**src/rtl/seg_scan_ctrl.sv**
```systemverilog
// Multiplexed hex-display scanner feeding dec_7seg, with frame-synchronous updates and dead time.
// Optional leading-zero suppression is enabled by defining SEG_SCAN_LEAD_ZERO_BLANK_EN.
module seg_scan_ctrl #(
    parameter int unsigned DIGITS    = 4,
    parameter int unsigned CLK_DIV   = 1000,
    parameter int unsigned BLANK_CYC = 1
) (
    input  logic                  i_clk,
    input  logic                  i_rst_n,
    input  logic [4*DIGITS-1:0]   i_dat,
    input  logic                  i_load,
    output logic [3:0]            o_nib,
    output logic [DIGITS-1:0]     o_an,
    output logic                  o_blank,
    output logic                  o_frame
);

    localparam int unsigned CW = $clog2(CLK_DIV);
    localparam int unsigned IW = $clog2(DIGITS);
    localparam int unsigned DW = 4 * DIGITS;

    logic [CW-1:0]     cnt_q, cnt_d;
    logic [IW-1:0]     idx_q, idx_d;
    logic [DW-1:0]     pend_q, pend_d;
    logic [DW-1:0]     disp_q, disp_d;
    logic              pend_vld_q, pend_vld_d;

    logic [DIGITS-1:0] an_q, an_d;
    logic [3:0]        nib_q, nib_d;
    logic              blank_q, blank_d;
    logic              frame_q, frame_d;

    logic              slot_end;
    logic              wrap;
    logic              dead;
    logic              digit_off;
    logic [DIGITS-1:0] supp;

    generate
        if (BLANK_CYC == 0) begin : g_no_dead
            assign dead = 1'b0;
        end else begin : g_dead
            assign dead = (cnt_q < CW'(BLANK_CYC));
        end
    endgenerate

`ifdef SEG_SCAN_LEAD_ZERO_BLANK_EN
    // supp[k] is set when every nibble from the top down to k is zero; digit 0 always shows.
    always_comb begin
        logic zero_run;
        zero_run = 1'b1;
        supp     = '0;
        for (int k = DIGITS - 1; k >= 1; k--) begin
            zero_run = zero_run && (disp_q[4*k +: 4] == 4'h0);
            supp[k]  = zero_run;
        end
    end
`else
    assign supp = '0;
`endif

    always_comb begin
        slot_end   = (cnt_q == CW'(CLK_DIV - 1));
        wrap       = slot_end && (idx_q == IW'(DIGITS - 1));

        cnt_d      = slot_end ? '0 : cnt_q + CW'(1);
        idx_d      = idx_q;
        if (slot_end) begin
            idx_d = wrap ? '0 : idx_q + IW'(1);
        end

        pend_d     = pend_q;
        pend_vld_d = pend_vld_q;
        disp_d     = disp_q;
        if (wrap) begin
            // A load landing on the boundary bypasses the pending register.
            if (i_load) begin
                disp_d = i_dat;
            end else if (pend_vld_q) begin
                disp_d = pend_q;
            end
            pend_vld_d = 1'b0;
        end else if (i_load) begin
            pend_d     = i_dat;
            pend_vld_d = 1'b1;
        end
    end

    always_comb begin
        nib_d = '0;
        for (int k = 0; k < DIGITS; k++) begin
            if (idx_q == IW'(k)) begin
                nib_d = disp_q[4*k +: 4];
            end
        end
        digit_off = dead || supp[idx_q];
        an_d      = digit_off ? '1 : ~(DIGITS'(1) << idx_q);
        blank_d   = digit_off;
        frame_d   = wrap;
    end

    always_ff @(posedge i_clk or negedge i_rst_n) begin
        if (!i_rst_n) begin
            cnt_q      <= '0;
            idx_q      <= '0;
            pend_q     <= '0;
            disp_q     <= '0;
            pend_vld_q <= 1'b0;
            an_q       <= '1;
            nib_q      <= '0;
            blank_q    <= 1'b1;
            frame_q    <= 1'b0;
        end else begin
            cnt_q      <= cnt_d;
            idx_q      <= idx_d;
            pend_q     <= pend_d;
            disp_q     <= disp_d;
            pend_vld_q <= pend_vld_d;
            an_q       <= an_d;
            nib_q      <= nib_d;
            blank_q    <= blank_d;
            frame_q    <= frame_d;
        end
    end

    assign o_an    = an_q;
    assign o_nib   = nib_q;
    assign o_blank = blank_q;
    assign o_frame = frame_q;

endmodule

```
**config.mk**
```make
export PLATFORM = sky130hd
export DESIGN_NAME = seg_scan_ctrl
export DESIGN_NICKNAME = d
export VERILOG_FILES = /design/src/rtl/seg_scan_ctrl.sv
export SDC_FILE = /design/constraint.sdc
export NUM_CORES = 1
export LEC_CHECK = 0
export ABC_AREA = 1
export CORE_ASPECT_RATIO = 1.4
export CORE_UTILIZATION = 45
export DETAILED_ROUTE_END_ITERATION = 7
export MAX_ROUTING_LAYER = met4
export PLACE_DENSITY = 0.73
export SYNTH_ARGS = -nofsm -noshare
export SYNTH_HDL_FRONTEND = slang
export SYNTH_SLANG_ARGS = --single-unit
export TNS_END_PERCENT = 1
```
**constraint.sdc**
```tcl
create_clock -name i_clk -period 1.8 [get_ports i_clk]
set_input_delay 0.36 -clock i_clk [delete_from_list [all_inputs] [get_ports i_clk]]
set_output_delay 0.36 -clock i_clk [all_outputs]
set_load 0.02 [all_outputs]
```
==> results.yml, run 1 <==
status:
  status: "complete, no violations"
worst_setup_path:
  r2r_start: "cnt_q[0]$_DFF_PN0_"
  critPathLaunchType: "register"
  cp_max_fo: 1
  crit_path_cell_trace: "clkdlybuf4s50_1"
  r2r_slack_ns: 0.20
  crit_arrival_ns: 1.25
  cp.required_ns: 1.44
  path_class: "reg -> out"
  max_stage_delay_ns: 0.59
  crit_path_end_kind: "output port"
  cp_slowest_cell: "clkdlybuf4s50_1"
  crit_buf_inv: 1
  ff2ff_path_depth: 7
  crit_family: "buffers and inverters"
  reg2reg_to: "pend_q[7]$_DFFE_PN0P_"
sta:
  hold_viol_final: 0
  max_freq_mhz: 622
  finClkSkew_ns: 0.0100
  slew_viol_final: 0
  fin_ws_ns: 0.193
  period_minus_slack_ns: 1.61
  fin_crit_sh_pct: 89.3
  setup_total_negative_slack_ns: 0
  whs_ns: 0.0241
  tightest_slew_ns: 0.332
  rsz0062_at_grt: "false"
  setup_viol: 0
  relSlewSlack_pct: 77.8
yosys:
  syn_nets: 347
  synth_edf_count: 0
  ys_seq_area_share_pct: 52.0
  yosys_warnings: 0
  synth_cells: 322
  yosys_most_used_dff: "dfrtp_1"
  avgSynthCellArea_um2: 8.25
  netlist_area_um2: 2660
  synthDistinctLibCells: 27
  synthArstFlopShare_pct: 100
  ys_ff_latch: 55
clocking:
  clock_latency_ns: 0.31
  post-cts-setup-buffer-count: 0
  root_buffer: "clkbuf_8"
  cts.sinks: 55
  clk_pin_slew_ns: 0.10
  htreeDepth: 2
  ctsLongestPathBuffers: 2
  cts_made_buffers: 5
  cts_tree: "built"
  hold_buffers: 0
layout:
  fill_cells: 516
  drive_gt1_share_pct: 9.38
  sequential_cell_area_um2: 1380
  syn2layout_area_growth_pct: 16.3
  final_cell_mix: "140 x nand2_1, 50 x dfrtp_1, 39 x nand3_1, 22 x clkdlybuf4s50_1, 18 x inv_1"
  nets: 376
  final_common_cell: "nand2_1"
  antenna_cells: 0
  multi_input_area_um2: 1120
drt:
  drc: 0
  drt-vias-per-instance: 4.95
  vias: 2078
  routed_wl_um: 5100
  wl_per_cell_um: 12.2
  antenna_left: 0
  drt-initial-drc-count: 42
  firstDrtPassIters: 4
placed_design:
  place_hpwl_um: 3730
  dp_slack_ns: 0.175
  io_buffers: 28
  routabilityCongestion: 0.787
grt:
  grt_usage_pct: 18.7
  grt_pass1_vias: 1971
  grt_pass1_wl_um: 8510
  grt_overflow: 0
  grt_max_degree: 56
  antenna_found_initial: 0
floorplan:
  dieArea_um2: 6220
  die_height_um: 92.9
  std_cell_rows: 32
  start_util_pct: 47.4
  die_x_um: 66.9
  io_pins: 29
  core_area_um2: 5610
power:
  powerDensity_nw_per_um2: 695
  p_leak_nw: 1.63
  max-vdd-ir-drop_mv: 0.338
job:
  maxCapViolations: 0
hold_path:
  hold_class: "in -> async"
## repair_timing
item                                    in CTS  in global routing
gates cloned                                 0                  0
endpoints found under the setup margin       3                  2
resized for setup                            3                  2
## through the flow
stage	util [%]	power (mW)	cell area, µm²	std cells
after floorplan	-	1.39	2660	322
after global placement	53.5	1.47	3000	412
after detailed placement	53.5	1.48	3000	412
after CTS	55.0	2.18	3080	420
after global routing	55.1	2.26	3090	420
final	55.1	2.15	3090	420
## kinds of logic (layout without fill, tap and decap cells)
family,after synthesis,count (layout),synth area share [%]
AOI/OAI and AO/OA,20,20,4.33
adders and majority gates,6,6,2.83
DFF,55,55,52.0
and+or+nand+nor,208,208,34.9
buffers and inverters,32,62,5.61
xor gates and xnor gates,1,1,0.330
## synth_stat cells, types with 3 or more instances
cell type / count / area [µm²]
o22a_1: 4 / 35.0
buf_6: 3 / 33.8
nand2_2: 3 / 18.8
dfrtp_1: 50 / 1250
a21oi_1: 9 / 45.0
nor2_1: 15 / 56.3
nand3_1: 39 / 195
dfstp_2: 5 / 131
inv_1: 18 / 67.6
nor2_4: 3 / 33.8
clkbuf_1: 3 / 11.3
ha_1: 6 / 75.1
nand2_1: 140 / 526
o21ai_0: 7 / 35.0
## per-layer routing
metal / GRT usage (%) / vias up / wire, µm
li1: - / 1068 / -
met1: 20.9 / 957 / 2220
met2: 31.6 / 47 / 2650
met3: 2.96 / 6 / 146
met4: 8.87 / 0 / 87
met5: - / - / 0
## area by class of cell
class	count	area share, %
inverters	21	2.55
flip-flops and latches	55	44.8
multi-input cells	235	36.4
clock inverters	3	0.729
clock buffers	5	2.23
repair buffers	33	10.6
well taps	68	2.75
## state kept, by name, summed over array words and instances (netlist names)
name / cells
cnt_q: 10
disp_q: 16
idx_q: 2
o_an: 4
o_blank: 1
o_frame: 1
o_nib: 4
pend_q: 16
pend_vld_q: 1
## report_power, final
part,internal (mW),switching [mW]
clock,0.280,0.417
sequential,1.27,0.0178
combinational,0.0728,0.0929
total,1.62,0.528
## worst max-delay path by stage
stage                             startpoint                      to  slack, ns  cells past startpoint
after detailed placement              i_load  pend_q[10]$_DFFE_PN0P_       0.17                      5
final                     o_nib[3]$_DFF_PN0_                o_nib[3]       0.19                      1
after global routing      cnt_q[1]$_DFF_PN0_   disp_q[8]$_DFFE_PN0P_       0.06                      8
after global placement                i_load   pend_q[2]$_DFFE_PN0P_       0.19                      5
after floorplan           cnt_q[0]$_DFF_PN0_  disp_q[13]$_DFFE_PN0P_       0.36                      9
after CTS                  o_blank$_DFF_PN1_                 o_blank      0.002                      1
No activity file was read; power rests on OpenSTA's default activity.
==> run 2, diff against run 1 <==
PLACE_DENSITY = default   (was 0.73)
PLACE_DENSITY_LB_ADDON = 0.25   (was default)
==> results.yml, run 2 (synthesis gave the netlist of run 1 again) <==
drt:
  wl_per_cell_um: 12.0
  drt-vias-per-instance: 4.95
  antenna_left: 0
  firstDrtPassIters: 4
  drt-initial-drc-count: 79
  routed_wl_um: 5080
  vias: 2094
  drc: 0
floorplan:
  std_cell_rows: 32
  start_util_pct: 47.4
  io_pins: 29
  core_area_um2: 5610
  dieArea_um2: 6220
  die_x_um: 66.9
  die_height_um: 92.9
worst_setup_path:
  cp_max_fo: 1
  critPathLaunchType: "register"
  crit_arrival_ns: 1.24
  max_stage_delay_ns: 0.59
  crit_buf_inv: 1
  crit_family: "buffers and inverters"
  cp.required_ns: 1.44
  crit_path_end_kind: "output port"
  cp_slowest_cell: "clkdlybuf4s50_1"
  path_class: "reg -> out"
  r2r_slack_ns: 0.20
  crit_path_cell_trace: "clkdlybuf4s50_1"
sta:
  rsz0062_at_grt: "false"
  relSlewSlack_pct: 72.0
  finClkSkew_ns: 0.00484
  setup_total_negative_slack_ns: 0
  hold_viol_final: 0
  slew_viol_final: 0
  setup_viol: 0
  period_minus_slack_ns: 1.60
  max_freq_mhz: 623
  tightest_slew_ns: 0.420
  fin_crit_sh_pct: 89.1
power:
  powerDensity_nw_per_um2: 694
  power_mw: 2.15
  max-vdd-ir-drop_mv: 0.370
  p_leak_nw: 1.62
hold_path:
  hold_class: "reg -> reg"
clocking:
  ctsLongestPathBuffers: 2
  clock_latency_ns: 0.31
  cts_made_buffers: 5
  post-cts-setup-buffer-count: 0
  htreeDepth: 2
  root_buffer: "clkbuf_8"
  cts_tree: "built"
  cts.sinks: 55
  clk_pin_slew_ns: 0.10
layout:
  syn2layout_area_growth_pct: 16.7
  reg_top3: "disp_q x16, pend_q x16, cnt_q x10"
  drive_gt1_share_pct: 9.86
  final_common_cell: "nand2_1"
  final_cell_mix: "140 x nand2_1, 50 x dfrtp_1, 39 x nand3_1, 22 x clkdlybuf4s50_1, 18 x inv_1"
  antenna_cells: 0
  nets: 379
  fin_cells: 423
  final_cell_area_um2: 3100
placed_design:
  dp.cells: 414
  routabilityCongestion: 0.789
  post_dp_cell_area_um2: 3000
  io_buffers: 28
  place_hpwl_um: 3790
grt:
  grt_usage_pct: 19.5
  grt_pass1_vias: 2051
  grt_overflow: 0
  grt_pass1_wl_um: 9030
  antenna_found_initial: 0
  grt_max_degree: 34
job:
  maxCapViolations: 0
status:
  status: "complete, no violations"
## run 2: changes by cell type in the layout (fill, tap and decap cells not counted)
cell,previous run,this run
buf_4,4,7
clkinvlp_4,0,2
buf_12,1,0
clkinv_2,1,0
clkinv_4,1,0
dlygate4sd2_1,3,4
dlygate4sd3_1,0,1
dlymetal6s2s_1,2,1
## run 2: layer usage
layer  wire length [µm]  up-vias  part of all wire [%]  GRT usage (%)
met5                  0        -                     0              -
met4                 57        0                   1.1           5.50
met3                107        5                   2.1           3.45
met2               2630       26                    52           34.3
met1               2280      986                    45           22.1
li1                   -     1077                     -              -
## run 2: worst paths after layout
| kind | startpoint | endpoint | cells past startpoint |
|---|---|---|---|
| min in group asynchronous | i_rst_n | cnt_q[7]$_DFF_PN0_ | 2 |
| max | o_frame$_DFF_PN0_ | o_frame | 1 |
| max reg2reg | cnt_q[0]$_DFF_PN0_ | pend_q[13]$_DFFE_PN0P_ | 7 |
| min | pend_q[8]$_DFFE_PN0P_ | pend_q[8]$_DFFE_PN0P_ | 2 |
| min reg2reg | pend_q[8]$_DFFE_PN0P_ | pend_q[8]$_DFFE_PN0P_ | 2 |
| max in group asynchronous | i_rst_n | pend_q[14]$_DFFE_PN0P_ | 3 |
## run 2: what timing repair did
item                                   CTS  global route
endpoints found under the hold margin   13             0
setup endpoints to repair                4             1
hold buffers                             1             0
resized for setup                        4             1
## run 2: layout make-up
| class | count | area [µm²] |
|---|---|---|
| inverters | 21 | 78.8 |
| multi-input cells | 235 | 1120 |
| clock buffers | 5 | 68.8 |
| repair buffers | 36 | 335 |
| fillers | 540 | 2510 |
| flip-flops and latches | 55 | 1380 |
| clock inverters | 3 | 23.8 |
| well taps | 68 | 85.1 |
## run 2: metrics by stage
stage | setup slack, ns | hold WS [ns] | utilization [%]
6_report | 0.195 | 0.478 | 55.3
5_1_grt | 0.0448 | 0.503 | 55.3
4_1_cts | 0.000578 | 0.483 | 55.2
3_5_place_dp | 0.148 | 0.319 | 53.5
3_3_place_gp | 0.178 | 0.314 | 53.5
2_1_floorplan | 0.364 | 0.0644 | -
## run 2: worst register-to-register path: cells and delay by family, from the launching register on
| kind | cells | cell delay (ns) |
|---|---|---|
| fa+ha+maj | 1 | 0.17 |
| buf+inv | 1 | 0.27 |
| flops | 1 | 0.38 |
| simple gates | 5 | 0.67 |
## run 2: power by group
group,total (mW),internal [mW],switching [mW]
Combinational,0.167,0.0738,0.0929
Sequential,1.28,1.27,0.0165
Clock,0.700,0.279,0.421
Total,2.15,1.62,0.530
